==> src/rtl/iter_divider.sv <==
// =============================================================================
// iter_divider : iterative RISC-V M-extension divider, optional DIV_FAST_PATH_EN
// Rev 1.0
// =============================================================================
`default_nettype none

module iter_divider #(
    parameter int XLEN           = 32,
    parameter int BITS_PER_CYCLE = 1
) (
    input  logic            clk,
    input  logic            rst,
    input  logic            start_i,
    input  logic [1:0]      op_i,
    input  logic [XLEN-1:0] dividend_i,
    input  logic [XLEN-1:0] divisor_i,
    input  logic            annul_i,
    output logic            busy_o,
    output logic            ready_o,
    output logic [XLEN-1:0] result_o
);

    localparam int N     = XLEN / BITS_PER_CYCLE;
    localparam int CNT_W = (N > 1) ? $clog2(N) : 1;
    localparam logic [CNT_W-1:0] CNT_START = CNT_W'(N - 1);

    typedef enum logic [1:0] {
        S_IDLE = 2'd0,
        S_PREP = 2'd1,
        S_CALC = 2'd2,
        S_DONE = 2'd3
    } state_t;

    state_t           state_q, state_d;
    logic [1:0]       op_q, op_d;
    logic             dvd_neg_q, dvd_neg_d;
    logic             dvs_neg_q, dvs_neg_d;
    logic [XLEN-1:0]  quo_q, quo_d;
    logic [XLEN-1:0]  rem_q, rem_d;
    logic [XLEN-1:0]  dvs_q, dvs_d;
    logic [XLEN-1:0]  result_q, result_d;
    logic [CNT_W-1:0] cnt_q, cnt_d;

    logic [XLEN:0]    step_shift;
    logic [XLEN-1:0]  step_quo, step_rem;
    logic             quo_neg, rem_neg;
    logic [XLEN-1:0]  fix_quo, fix_rem;

    // quo_q doubles as the dividend shift register: quotient bits enter at the LSB
    always_comb begin
        step_quo   = quo_q;
        step_rem   = rem_q;
        step_shift = '0;
        for (int i = 0; i < BITS_PER_CYCLE; i++) begin
            step_shift = {step_rem, step_quo[XLEN-1]};
            if (step_shift >= {1'b0, dvs_q}) begin
                step_rem = step_shift[XLEN-1:0] - dvs_q;
                step_quo = {step_quo[XLEN-2:0], 1'b1};
            end else begin
                step_rem = step_shift[XLEN-1:0];
                step_quo = {step_quo[XLEN-2:0], 1'b0};
            end
        end
    end

    // Divide-by-zero leaves quotient all ones and remainder = |dividend|; sign fix-up keeps those correct
    assign quo_neg = ~op_q[0] & (dvd_neg_q ^ dvs_neg_q) & (dvs_q != '0);
    assign rem_neg = ~op_q[0] & dvd_neg_q;
    assign fix_quo = quo_neg ? -step_quo : step_quo;
    assign fix_rem = rem_neg ? -step_rem : step_rem;

`ifdef DIV_FAST_PATH_EN
    localparam logic [XLEN-1:0] INT_MIN = {1'b1, {(XLEN-1){1'b0}}};
    logic            fast_zero, fast_ovf;
    logic [XLEN-1:0] fast_result;
    assign fast_zero   = (divisor_i == '0);
    assign fast_ovf    = ~op_i[0] & (dividend_i == INT_MIN) & (divisor_i == '1);
    assign fast_result = fast_zero ? (op_i[1] ? dividend_i : '1)
                                   : (op_i[1] ? '0 : INT_MIN);
`endif

    always_comb begin
        state_d   = state_q;
        op_d      = op_q;
        dvd_neg_d = dvd_neg_q;
        dvs_neg_d = dvs_neg_q;
        quo_d     = quo_q;
        rem_d     = rem_q;
        dvs_d     = dvs_q;
        result_d  = result_q;
        cnt_d     = cnt_q;
        case (state_q)
            S_IDLE: begin
                if (start_i && !annul_i) begin
                    op_d    = op_i;
                    quo_d   = dividend_i;
                    dvs_d   = divisor_i;
                    rem_d   = '0;
                    state_d = S_PREP;
`ifdef DIV_FAST_PATH_EN
                    if (fast_zero || fast_ovf) begin
                        state_d  = S_DONE;
                        result_d = fast_result;
                    end
`endif
                end
            end
            S_PREP: begin
                dvd_neg_d = ~op_q[0] & quo_q[XLEN-1];
                dvs_neg_d = ~op_q[0] & dvs_q[XLEN-1];
                quo_d     = (~op_q[0] & quo_q[XLEN-1]) ? -quo_q : quo_q;
                dvs_d     = (~op_q[0] & dvs_q[XLEN-1]) ? -dvs_q : dvs_q;
                rem_d     = '0;
                cnt_d     = CNT_START;
                state_d   = S_CALC;
            end
            S_CALC: begin
                quo_d = step_quo;
                rem_d = step_rem;
                cnt_d = cnt_q - 1'b1;
                if (cnt_q == '0) begin
                    state_d  = S_DONE;
                    result_d = op_q[1] ? fix_rem : fix_quo;
                end
            end
            S_DONE: begin
                state_d = S_IDLE;
            end
            default: begin
                state_d = S_IDLE;
            end
        endcase
        // A flush abandons the op without touching the visible result
        if (annul_i && (state_q != S_IDLE)) begin
            state_d  = S_IDLE;
            result_d = result_q;
        end
    end

    always_ff @(posedge clk) begin
        if (rst) begin
            state_q   <= S_IDLE;
            op_q      <= '0;
            dvd_neg_q <= 1'b0;
            dvs_neg_q <= 1'b0;
            quo_q     <= '0;
            rem_q     <= '0;
            dvs_q     <= '0;
            result_q  <= '0;
            cnt_q     <= '0;
        end else begin
            state_q   <= state_d;
            op_q      <= op_d;
            dvd_neg_q <= dvd_neg_d;
            dvs_neg_q <= dvs_neg_d;
            quo_q     <= quo_d;
            rem_q     <= rem_d;
            dvs_q     <= dvs_d;
            result_q  <= result_d;
            cnt_q     <= cnt_d;
        end
    end

    assign busy_o   = (state_q != S_IDLE);
    assign ready_o  = (state_q == S_DONE) & ~annul_i;
    assign result_o = result_q;

endmodule

`default_nettype wire

==> config.mk <==
export PLATFORM = sky130hd
export DESIGN_NAME = iter_divider
export DESIGN_NICKNAME = d
export VERILOG_FILES = /design/src/rtl/iter_divider.sv
export SDC_FILE = /design/constraint.sdc
export NUM_CORES = 1
export LEC_CHECK = 0
export ABC_AREA = 1
export ABC_CLOCK_PERIOD_IN_PS = 5530
export CORE_MARGIN = 2
export CORE_UTILIZATION = 35
export CTS_BUF_LIST = sky130_fd_sc_hd__clkbuf_4 sky130_fd_sc_hd__clkbuf_8
export DETAILED_ROUTE_END_ITERATION = 10
export PLACE_DENSITY_LB_ADDON = 0.3
export RECOVER_POWER = 100
export SYNTH_ARGS = -nofsm -noshare
export SYNTH_HDL_FRONTEND = slang
export SYNTH_SLANG_ARGS = --single-unit
==> constraint.sdc <==
create_clock -name clk -period 5.53 [get_ports clk]
set_input_delay 0.553 -clock clk [delete_from_list [all_inputs] [get_ports clk]]
set_output_delay 0.553 -clock clk [all_outputs]
set_load 0.02 [all_outputs]
== Yosys cells after proc, flatten, opt, wreduce, memory -nomap -nowiden ==
Cells that the tools add are included.
Word-level totals
  flip-flop bits (word level): 139
  input port bits: 70
  output and inout port bits: 34
  word-level logic and storage cells: 67
Operators by class
  add/sub/neg operators: 6
  magnitude comparators: 1
  equal/unequal tests: 7
  muxes and demuxes: 17
  bitwise operators: 10
  reduce and logical (&&, ||, !) cells: 17
Operators with widths (number)
  32-bit 2-to-1 mux: 9
  32-bit one-hot mux with 3 select lines: 2
  32-bit negator: 4
  32-bit one-hot mux with 2 select lines: 1
  33-bit by 32-bit >= comparator with 1-bit output: 1
  32-bit nonzero test: 1
  32-bit subtractor: 1
  5-bit one-hot mux with 2 select lines: 1
  3-bit AND reduction: 3
  2-bit inequality test, second input constant: 4
  2-bit one-hot mux with 4 select lines: 1
  1-bit AND: 6
  2-bit AND reduction: 3
  2-bit nonzero test: 3
  5-bit logical NOT: 1
  5-bit by 1-bit subtractor with 5-bit output, second input constant: 1
  2-bit == test, second input constant: 2
  2-bit 2-to-1 mux: 2
  1-bit inverter: 3
  3-bit nonzero test: 1
  2-bit by 1-bit == test with 1-bit output, second input constant: 1
  1-bit logical AND: 2
  2-bit logical NOT: 1
  2-bit OR reduction: 1
  other kinds (3): 3

== Depth between registers and ports, before layout ==
  depth after elaboration: 5
  depth in mapped cells: 27
  gate-level depth less buffers: 25

== Worst setup path before layout ==
Ideal clock, no wire load.
  path type: register -> register
  start: register dvs_q[20]
  end: register result_q[30], in the netlist result_o[30]
  setup time: 0.119 ns
  arrival: 3.384 ns
  required time: 5.411 ns
  path slack: 2.027 ns
  stages on the path, launching flop included: 27
  path buffers: 3
  clock period less this slack: 3.503 ns
  cells stage by stage: dfxtp_1 clkbuf_1 inv_1 ha_1 nand2_1 inv_1 nand2_1 nand2_1 nand2_1 a21oi_2 nor2_4 nand2_8 buf_12 inv_4 buf_4 ha_1 inv_1 nor2_1 inv_1 nor2_1 nand3_1 nor2_1 nor2_1 a21oi_1 a21oi_1 a21oi_1 a21oi_1
On the way
  cells in the longest elaborated chain, start to end: 5
  elaborated cells on any way between the ends: 11
  classes of those cells: add/sub: 3; order compare: 1; mux: 5; bitwise: 1; reduce/logical: 1
Ends and longest elaborated chain
  start, declared: RTL line 40  | logic [XLEN-1:0] dvs_q, dvs_d;
  start signal, assigned: RTL line 158  | dvs_q <= dvs_d;
  32-bit subtractor / 33-bit by 32-bit >= comparator with 1-bit output (equally long branches): RTL line 57, 56
  32-bit 2-to-1 mux / 1-bit 2-to-1 mux (equally long branches): RTL line 56  | if (step_shift >= {1'b0, dvs_q}) begin
  32-bit negator, on equally long branches: RTL line 70, 69
  32-bit 2-to-1 mux, on equally long branches: RTL line 70, 69
  32-bit 2-to-1 mux *: RTL line 123  | result_d = op_q[1] ? fix_rem : fix_quo;
  end signal, assigned: RTL line 159  | result_q <= result_d;
  end, declared: RTL line 41  | logic [XLEN-1:0] result_q, result_d;
Mark *: on every way between the ends. The rest lies on a longest branch, timed or not.
A chain may end at the register's enable or synchronous reset.

== Worst setup path after layout ==
  start: register dvs_q[11]
  end: register result_q[30], in the netlist result_o[30]
The elaborated chain is that of the path after synthesis.

==> flow_metrics.tcl <==
set metrics [dict create \
    outcome "finished, violations left" \
    violations "max-capacitance violations, max-slew violations" \
    fin_area_sq_mm 0.0139 \
    report.final.setup_viol 0 \
    p_per_area_mw_per_mm2 686 \
    grt_max_degree 92 \
    most-common-layout-cells "473 x nand2_1, 246 x inv_1, 197 x nor2_1, 194 x a21oi_1, 149 x o21ai_0" \
    synth_top_area_share_pct 22.8 \
    cts.sinks 139 \
    grt_pass1_vias 12900 \
    regArea_sq_mm 0.00278 \
    drive_gt1_share_pct 8.91 \
    avgRoutedWirePerCell_um 18.7 \
    rsz0062_at_grt "no" \
    grt_usage_pct 26.0 \
    synth_nets 2137 \
    cap_viol_max_count 1 \
    ys_seq_area_share_pct 22.8 \
    vias 13800 \
    end_kind "register" \
    hold_viol 0 \
    nFillCells 3813 \
    power_frac_seq_pct 17.3 \
    cp.arrival_ps 4840 \
    worst_slew_margin_rel_pct -211 \
    worst_slew_pin_slew_ps 4670 \
    viasPerCell 5.42 \
    final_common_cell "nand2_1" \
    holdPathEnd "cnt_q[0]" \
    die_x_um 191 \
    hp-class "reg2reg" \
    start_util_pct 35.5 \
    avgSynthCellArea_sq_um 6.04 \
    synth_area_leaders "dfxtp_1 23%, nand2_1 15%, a21oi_1 7.9%" \
    critPathKind "reg2reg" \
    overflow 0 \
    switching_share_pct 60.5 \
    die_area_sq_mm 0.0364 \
    cts_root_buf "clkbuf_8" \
    drc 0 \
    worstPathRequired_ps 5890 \
    p_int_mw 3.77 \
    synthCells 2024 \
    cts_setup_buffers 0 \
    whs_path_depth 1 \
    post-route-period-util_pct 81.0 \
    grt_pass1_wl_um 72900 \
    r2r_setup_slack_ps 1050 \
    max_freq_mhz 223 \
    startpoint_type "register" \
    routed_wl_um 47500 \
    io_pins 104 \
    cts_resized 0 \
    crit_fanout 45 \
    postRouteAntennaNets 0 \
    p_switching_mw 5.77 \
    place_congestion 0.951 \
    cts_tree "yes" \
    rr_endpoint "result_o[30]" \
    cts_made_buffers 17 \
    placed_area_sq_mm 0.0135 \
    first_iter_violations 1169 \
    ir_worst_vdd_mv 0.252 \
    antenna_found_initial 1 \
    cts_hold_buf 0 \
    port_buffers 103 \
    worstHoldStart "cnt_q[0]" \
    slew_violations 92 \
    clk_latency_ps 480 \
    cts_max_path_buffers 2 \
    dr.pass1.iters 6 \
    fin_crit_ps 4480 \
    r2r-start "dvs_q[11]" \
    dieHeight_um 191 \
    r2r.worst_path.cells 23 \
    synth.distinct_cells 54 \
    synth_top_area_cell "dfxtp_1" \
    pwr-share-comb_pct 73.4 \
    synth_area_sq_mm 0.0122 \
    yosysWarnings 0 \
    multiInputGateArea_sq_mm 0.00804 \
    skew_ps 21.6 \
    rows 68 \
    syn_to_final_growth_pct 13.8 \
    synth-seq-cells 139 \
    power_leakage_nw 6.38 \
    htree_levels 4 \
    pwr-share-clk_pct 9.3 \
    setup_tns_ps 0 \
    clk_pin_slew_ps 100 \
    hpwl_um 37000 \
    finish.net_count 2188 \
    coreArea_sq_mm 0.0345 \
]
-- critical path, cell delays in order, from the launching register on --
cell and delay [ps]:
dfxtp_1 460, inv_1 70, ha_1 330, nand2_1 110, inv_1 70, a21oi_2 170, inv_2 60, a21oi_4 160
nand2_4 80, nand2_4 240, nand2_4 420, inv_4 350, ha_1 220, inv_1 70, nor2_1 130, inv_1 80
nor2_1 210, nand3_1 270, nor2_1 230, nor2_1 90, a21oi_1 170, a21oi_1 90, a21oi_1 160, a21oi_1 90
-- layout make-up --
| class | count | share of cell area (%) |
|---|---|---|
| Antenna cell | 1 | 0.0180 |
| Clock buffer | 19 | 1.84 |
| Clock inverter | 13 | 0.945 |
| Inverter | 265 | 7.17 |
| Multi-Input combinational cell | 1535 | 57.8 |
| Sequential cell | 139 | 20.0 |
| Tap cell | 455 | 4.09 |
| Timing Repair Buffer | 117 | 8.11 |
-- stage by stage --
stage	hold WS, ps	setup WS [ps]	util, %	power, mW	instances
after floorplan	440	2030	-	6.65	2024
after global routing	493	566	40.4	10.4	2543
after CTS	477	1260	40.4	9.47	2543
after detailed placement	464	1290	39.3	8.56	2511
after global placement	459	1430	39.3	8.53	2511
final	475	1050	40.4	9.53	2544
-- kinds of logic after synthesis --
family,count (synthesis),share of synthesized area [%]
AOI/OAI and AO/OA,483,22.8
DFF,139,22.8
buffers and inverters,350,11.5
and+or+nand+nor,981,36.5
adders and majority gates,43,4.46
xor gates and xnor gates,28,2.01
-- routing by layer --
| metal | GRT usage, % | wire [um] | up-vias |
|---|---|---|---|
| met5 | 0 | 12 | - |
| met4 | 10.5 | 1800 | 2 |
| met3 | 3.42 | 2790 | 88 |
| met2 | 44.1 | 22600 | 500 |
| met1 | 33.2 | 20300 | 6388 |
| li1 | - | - | 6813 |
-- power by group through the flow --
stage	registers, mW	logic, mW	clock network (mW)
finish	1.65	7.00	0.887
global route	1.68	7.75	0.940
CTS	1.63	6.93	0.903
detailed placement	1.65	6.90	0
global placement	1.65	6.88	0
floorplan	1.56	5.09	0
-- worst max path at each step --
stage / slack [ps] / end / depth (start not counted) / start
floorplan: 2030 / result_o[30] / 26 / dvs_q[20]
global placement: 1430 / result_o[30] / 21 / dvs_q[20]
detailed placement: 1290 / result_o[30] / 23 / dvs_q[11]
CTS: 1260 / result_o[30] / 23 / dvs_q[11]
global route: 570 / result_o[30] / 23 / dvs_q[11]
finish: 1050 / result_o[30] / 23 / dvs_q[11]
-- synth_stat cells, drive strengths merged --
cell type and count:
a211oi 2, o21ai 165, fa 1, or2 9, nor2 225, nor4 11, buf 18, and3 1
nand3 148, a221oi 16, xor2 27, and2 3, a31o 1, clkbuf 67, nor3 29, a21oi 207
nor3b 1, inv 261, o21bai 8, dfxtp 139, o22ai 9, nand3b 6, nand4 26, xnor2 1
ha 42, clkinv 4, a31oi 17, o211ai 42, o31ai 4, o21a 2, o41ai 1, o221ai 9
nand2 522
-- flip-flops by register name, indices dropped and copies added, names as in the netlist --
name and flops:
rem_q 32, dvs_neg_q 1, cnt_q 5, result_o 32, dvd_neg_q 1, op_q 2
quo_q 32, state_q 2, dvs_q 32
Note: power is estimated with default switching activity, not from simulation.
